[src/rtl/du_pkg.sv]
// du_pkg: debug-unit protocol bytes, halt instruction and IMEM write-size encodings
package du_pkg;
  localparam logic [7:0] ACK  = 8'h05;
  localparam logic [7:0] NAK  = 8'h15;
  localparam logic [7:0] SOT  = 8'h01;
  localparam logic [7:0] EOT  = 8'h04;
  localparam logic [7:0] CONT = 8'h06;
  localparam logic [7:0] STEP = 8'h07;
  localparam logic [31:0] HALT_INSTR = 32'h1A1A1A1A;
  localparam logic [1:0] SIZE_NONE = 2'b00;
  localparam logic [1:0] SIZE_BYTE = 2'b01;
  localparam logic [1:0] SIZE_HALF = 2'b10;
  localparam logic [1:0] SIZE_WORD = 2'b11;
endpackage

[src/rtl/du_loader.sv]
// du_loader: streams UART RX bytes into IMEM as little-endian words, ACKing each word until HALT or overflow
module du_loader
  import du_pkg::*;
#(
  parameter int NB_INSTRUCTION = 32,
  parameter int NB_UART_DATA   = 8,
  parameter int NB_IMEM_ADDR   = 10
) (
  input  logic                      clk,
  input  logic                      i_rst_n,
  input  logic                      i_start,
  input  logic [NB_UART_DATA-1:0]   i_rx_data,
  input  logic                      i_rx_done,
  input  logic                      i_tx_full,
  output logic                      o_rd,
  output logic                      o_wr,
  output logic [NB_UART_DATA-1:0]   o_wdata,
  output logic                      o_tx_start,
  output logic                      o_imem_we,
  output logic [NB_IMEM_ADDR-1:0]   o_imem_waddr,
  output logic [NB_INSTRUCTION-1:0] o_imem_wdata,
  output logic [1:0]                o_imem_wsize,
  output logic                      o_done,
  output logic                      o_error
);
  typedef enum logic [2:0] {S_IDLE, S_RX, S_WRITE, S_ACK, S_ERR, S_DONE} state_t;
  localparam logic [NB_IMEM_ADDR-1:0] LAST_ADDR = ~NB_IMEM_ADDR'(3);
  state_t                    state_q, state_d;
  logic [NB_IMEM_ADDR-1:0]   addr_q, addr_d;
  logic [1:0]                idx_q, idx_d;
  logic [NB_INSTRUCTION-1:0] word_q, word_d;
  logic                      err_q, err_d;
  logic                      we;
  logic                      tx_go;
  always_ff @(posedge clk or negedge i_rst_n) begin
    if (!i_rst_n) begin
      state_q <= S_IDLE;
      addr_q  <= '0;
      idx_q   <= '0;
      word_q  <= '0;
      err_q   <= 1'b0;
    end else begin
      state_q <= state_d;
      addr_q  <= addr_d;
      idx_q   <= idx_d;
      word_q  <= word_d;
      err_q   <= err_d;
    end
  end
  // Dropping i_start aborts any active state; IDLE and DONE handle it themselves.
  always_comb begin
    state_d = state_q;
    addr_d  = addr_q;
    idx_d   = idx_q;
    word_d  = word_q;
    err_d   = err_q;
    case (state_q)
      S_IDLE: if (i_start) begin
        state_d = S_RX;
        addr_d  = '0;
        idx_d   = '0;
        err_d   = 1'b0;
      end
      S_RX: if (!i_start) state_d = S_IDLE;
        else if (i_rx_done) begin
          word_d[NB_UART_DATA*idx_q +: NB_UART_DATA] = i_rx_data;
          idx_d = idx_q + 2'd1;
          state_d = (idx_q == 2'd3) ? S_WRITE : S_RX;
        end
      S_WRITE: if (!i_start) state_d = S_IDLE;
        else if (word_q == NB_INSTRUCTION'(HALT_INSTR)) state_d = S_DONE;
        else if (addr_q == LAST_ADDR) state_d = S_ERR;
        else begin
          state_d = S_ACK;
          addr_d  = addr_q + NB_IMEM_ADDR'(4);
        end
      S_ACK: state_d = !i_start ? S_IDLE : !i_tx_full ? S_RX : S_ACK;
      S_ERR: if (!i_start) state_d = S_IDLE;
        else if (!i_tx_full) begin
          state_d = S_DONE;
          err_d   = 1'b1;
        end
      S_DONE: state_d = i_start ? S_DONE : S_IDLE;
      default: state_d = S_IDLE;
    endcase
  end
  always_comb begin
    we           = (state_q == S_WRITE) && i_start;
    tx_go        = ((state_q == S_ACK) || (state_q == S_ERR)) && i_start && !i_tx_full;
    o_rd         = (state_q == S_RX) && i_start && i_rx_done;
    o_imem_we    = we;
    o_imem_waddr = we ? addr_q : '0;
    o_imem_wdata = we ? word_q : '0;
    o_imem_wsize = we ? SIZE_WORD : SIZE_NONE;
    o_wr         = tx_go;
    o_tx_start   = tx_go;
    o_wdata      = !tx_go ? '0 : (state_q == S_ERR) ? NB_UART_DATA'(NAK) : NB_UART_DATA'(ACK);
    o_done       = (state_q == S_DONE);
    o_error      = (state_q == S_DONE) && err_q;
  end
endmodule

[config.mk]
export PLATFORM = sky130hd
export DESIGN_NAME = du_loader
export DESIGN_NICKNAME = d
export VERILOG_FILES = /design/src/rtl/du_pkg.sv /design/src/rtl/du_loader.sv
export SDC_FILE = /design/constraint.sdc
export NUM_CORES = 1
export LEC_CHECK = 0
export ABC_CLOCK_PERIOD_IN_PS = 2200
export BUFFER_PORTS_ARGS = -buffer_cell sky130_fd_sc_hd__buf_2
export CAP_MARGIN = 10
export CELL_PAD_IN_SITES_DETAIL_PLACEMENT = 0
export CELL_PAD_IN_SITES_GLOBAL_PLACEMENT = 2
export CORE_MARGIN = 2
export CORE_UTILIZATION = 32
export CTS_BUF_LIST = sky130_fd_sc_hd__clkbuf_2
export DETAILED_ROUTE_END_ITERATION = 10
export PLACE_DENSITY = 0.92
export SLEW_MARGIN = 20
export SYNTH_ARGS = -nofsm -noshare
export SYNTH_HDL_FRONTEND = slang
export SYNTH_SLANG_ARGS = --single-unit
[constraint.sdc]
create_clock -name clk -period 2.2 [get_ports clk]
set_input_delay 0.11 -clock clk [delete_from_list [all_inputs] [get_ports clk]]
set_output_delay 0.11 -clock clk [all_outputs]
set_load 0.1 [all_outputs]
### Word-level counts from Yosys, hierarchy flattened

Cells that the tools add are included.

* register bits: 48
* output and inout bits: 58

* multiplexer cells: 32
* reduce and logical (&&, ||, !) cells: 17
* add/subtract/negate cells: 3
* shifts and indexed selects: 2
* equality and inequality tests: 18

Operators by type and width (count)
* $mux W10: 5
* $neg A5 Y34: 1
* $shift A8 B34 Y32 const A: 1
* $shiftx A8 B34 Y32: 1
* $bwmux W32: 1
* $eq A32 B29 Y1 const B: 1
* $mux W32: 1
* $mux W3: 9
* $pmux W10 S2: 1
* $pmux W3 S6: 1
* $ne A2 B2 Y1 const B: 8
* $mux W2: 7
* $add A10 B3 Y10 const B: 1
* $eq A10 B10 Y1 const B: 1
* $mux W5: 2
* $reduce_and A4 Y1: 2
* $eq A3 B2 Y1 const B: 2
* $eq A3 B3 Y1 const B: 2
* $logic_and A1 B1 Y1: 6
* $ne A3 B3 Y1 const B: 2
* $reduce_and A3 Y1: 2
* $reduce_bool A2 Y1: 3
* $reduce_and A5 Y1: 1
* $pmux W2 S2: 1
* other kinds (8): 10

### Depth between registers and ports, before layout

* word-level depth: 5
* mapped depth: 8
* mapped depth without buffers: 6

### Worst setup path after synthesis

OpenSTA, ideal clock, no wires.

* path type: flip-flop to output port
* start point: register state_q[2]
* end point: output port o_imem_wdata[22]
* cell stages (with the launch flop): 6
* data arrival time: 2791 ps
* path buffers: 2
* setup slack: -701 ps
* data required time: 2090 ps
* path through: dfrtp_1 -> nand2b_2 -> nor3_4 -> buf_6 -> clkbuf_1 -> and2_1

* cells in the longest elaborated chain, start to end: 3

Ends and longest elaborated chain
* from (decl): line du_loader.sv:28 `state_t state_q, state_d;`
* from (signal assigned): line du_loader.sv:43 `state_q <= state_d;`
* $eq A3 B2 Y1: line du_loader.sv:88 `we = (state_q == S_WRITE) && i_start;`
* $logic_and A1 B1 Y1: line du_loader.sv:88
* net o_imem_we: line du_loader.sv:19 `output logic o_imem_we,`
* $mux W32: line du_loader.sv:93 `o_imem_wdata = we ? word_q : '0;`
* to (decl): line du_loader.sv:21 `output logic [NB_INSTRUCTION-1:0] o_imem_wdata,`

The timed path passes the listed nets, and every way through them passes these cells.

### Final worst setup path

* start point: register state_q[2]
* end point: output port o_imem_wdata[6]

* cells in the longest elaborated chain, start to end: 3

Ends and longest elaborated chain (line)
* $eq A3 B2 Y1: du_loader.sv:88
* $logic_and A1 B1 Y1: du_loader.sv:88
* $mux W32: du_loader.sv:93

No other way between the ends.

==> results.yml <==
cells_and_area:
  n_fill_cell: 774
  drive_gt1_share_pct: 29.6
  n_antenna_cell: 0
  fin_nets: 418
  area_delta_synth_final_pct: 45.6
  multi_input_area_um2: 1450
  final_util_pct: 48.6
  seq_area_um2: 1150
setup_path:
  critPathSlowestCell: "dfrtp_2"
  crit_arrival_ns: 2.02
  cp_data_required_time_ns: 2.09
  critPathMaxStageDelay_ns: 0.48
  crit_chain: "nand2b_2, nor3_4, buf_4, buf_6, and2_1, buf_12"
  r2r-end: "word_q[19]$_DFFE_PN0P_"
  worstSetupPathType: "flip-flop to output port"
  rrSetupSlack_ns: 0.31
  reg2regPathDepth: 6
  path_buf_inv: 3
  r2r-start: "idx_q[0]$_DFFE_PN0P_"
  cp_max_fo: 20
  start_kind: "flip-flop"
  endpoint_kind: "output port"
  critPathTopFamily: "simple AND/OR/NAND/NOR gates"
yosys:
  syn_area_um2: 2770
  ys.flop_type: "dfrtp_1"
  synth_edf_count: 0
  synth_commonest_cells: "nand2_1 (72), dfrtp_1 (46), and2_1 (42)"
  synthArstFlopShare_pct: 100
  synth.most_common_cell: "nand2_1"
  ys_types: 44
  yosysTopAreaCellShare_pct: 41.5
  synth_seq_cells: 46
  ys_warn_count: 0
  synth-seq-area-share_pct: 41.5
  yosysTopAreaCell: "dfrtp_1"
  netlist_top_cells_area: "dfrtp_1 (42%), nand2_1 (9.8%), and2_1 (9.5%), o21ai_0 (5.1%), buf_4 (4.3%)"
  avgSynthCellArea_um2: 8.58
  synthCells: 323
power:
  peakVddDrop_uv: 302
  p_leak_nw: 1.77
  cellPowerDensity_nw_per_um2: 708
sta:
  slew_viol_final: 0
  finalCritPeriodShare_pct: 96.8
  fin_skew_ns: 0.0206
  finalSetupViolCount: 0
  finalCriticalPeriod_ns: 2.13
  fmax_ghz: 0.470
  slew_headroom_pct: 64.4
  hold_viol_final: 0
  tightest_slew_ns: 0.533
  tns_ns: 0
clock_tree:
  clockRootBuffer: "clkbuf_2"
  cts_buffer_depth: 2
  htree_levels: 2
  cts_num_sinks: 46
  cts_tree: "yes"
  path_clk_slew_ns: 0.25
  cts_made_buffers: 5
  clk_latency_ns: 0.43
flow_run:
  drv_cap: 0
detailed_routing:
  first_pass_iters: 4
  drcViolationCount: 0
  first_iter_violations: 77
  drt.antenna.violating_nets: 0
  via_count: 2418
  routed_wl_um: 7090
  routedWlPerCell_um: 14.1
  vias_per_cell: 4.81
min_path:
  min-delay-start: "i_start"
  hp-class: "input port to flip-flop"
  hold_path_end: "state_q[0]$_DFFE_PN0P_"
  hold_depth: 3
die:
  dieArea_um2: 9420
  die_h_um: 97.1
  core_area_um2: 8300
  num_io_pins: 71
  start_util_pct: 33.4
  die_w_um: 97.1
  std_cell_rows: 33
grt:
  grt_max_degree: 26
  grt_pass1_wl_um: 11600
  gr-usage-all-layers_pct: 15.0
  antenna_found_initial: 0
  grt_pass1_vias: 2267
  grt-ovfl-total: 0
placement:
  place_hpwl_um: 5330
  place.port_buffers: 63
  gp_congestion: 0.813
outcome:
  status: "completed"
==> metal layers <==
metal / GRT usage [%] / share of wire (%) / vias up
met1: 19.6 / 45 / 1128
met5: 0 / 0 / -
met3: 2.09 / 2.9 / 12
met4: 5.20 / 2.2 / 0
li1: - / - / 1222
met2: 25.4 / 49 / 56
==> cell type report <==
class                      count  area share (%)
clock inverter                 3           0.403
inverter                       4           0.434
clock buffer                   5           0.620
tap                          105            3.26
multi-input combinational    251            36.0
timing repair buffer          89            30.7
sequential                    46            28.6
==> worst reg2reg max path, delay by kind of cell (launching register included) <==
| kind | cells | cell delay (ns) |
|---|---|---|
| AND/OR/NAND/NOR | 2 | 0.37 |
| flip-flops | 1 | 0.53 |
| adder cells (fa/ha/maj) | 1 | 0.38 |
| buffers and inverters | 2 | 0.38 |
| AO/OA/AOI/OAI | 1 | 0.15 |
==> layout by cell type, fill, tap and decap left out, types with 7 or more instances in the layout <==
master,Yosys,routed
a21oi_1,10,10
and2_1,42,32
and2_2,0,10
buf_12,0,45
buf_2,4,15
buf_4,16,18
conb_1,1,7
dfrtp_1,46,44
dlygate4sd3_1,0,9
ha_1,8,8
nand2_1,72,72
nor2_1,9,9
o21ai_0,28,28
o21ai_1,14,14
==> cells by family after synthesis <==
| kind of cell | share of synthesized area, % |
|---|---|
| flops | 41.5 |
| buf+inv | 7.31 |
| mux | 1.26 |
| compound gates | 11.6 |
| fa+ha+maj | 3.61 |
| other cells | 0.135 |
| simple gates | 34.5 |
==> metrics by stage <==
stage	hold slack, ns	power [mW]	area [µm²]	setup slack, ns	cells
after global placement	0.124	2.46	3810	0.324	480
final	0.00952	2.86	4040	0.0704	503
after global routing	0.0160	3.08	4040	-0.00779	503
after CTS	0.00131	2.86	3970	-0.0218	500
after detailed placement	0.118	2.50	3810	0.227	480
after floorplan	-0.186	2.14	2810	0.0878	329
==> worst max-delay path by stage <==
stage	start	to	slack, ns	cells after the start
floorplan	state_q[2]$_DFFE_PN0P_	o_imem_wdata[22]	0.09	5
global placement	state_q[2]$_DFFE_PN0P_	addr_q[8]$_DFFE_PN0P_	0.32	6
detailed placement	state_q[2]$_DFFE_PN0P_	addr_q[8]$_DFFE_PN0P_	0.23	6
CTS	state_q[2]$_DFFE_PN0P_	o_imem_wdata[31]	-0.02	5
global route	state_q[2]$_DFFE_PN0P_	o_imem_wdata[6]	-0.008	6
finish	state_q[2]$_DFFE_PN0P_	o_imem_wdata[6]	0.07	6
==> power by group <==
part,internal [mW],leakage [nW],switching (mW)
registers,1.13,0.625,0.255
clock network,0.0724,0.0264,0.280
logic,0.430,1.12,0.687
==> sequential cells by signal, summed over array words and instances, names as in the netlist <==
register  cells
addr_q        8
err_q         1
word_q       32
state_q       3
idx_q         2
==> repair_timing <==
item                                    CTS  global route
endpoints found under the setup margin   34            39
endpoints found under the hold margin    53             0
buffers inserted                          3             2
cloned                                    0             1
pin swaps                                 1             1
hold buffers                              9             0
gates resized for setup                   4            12
Note: power is estimated with default switching activity, not from simulation.
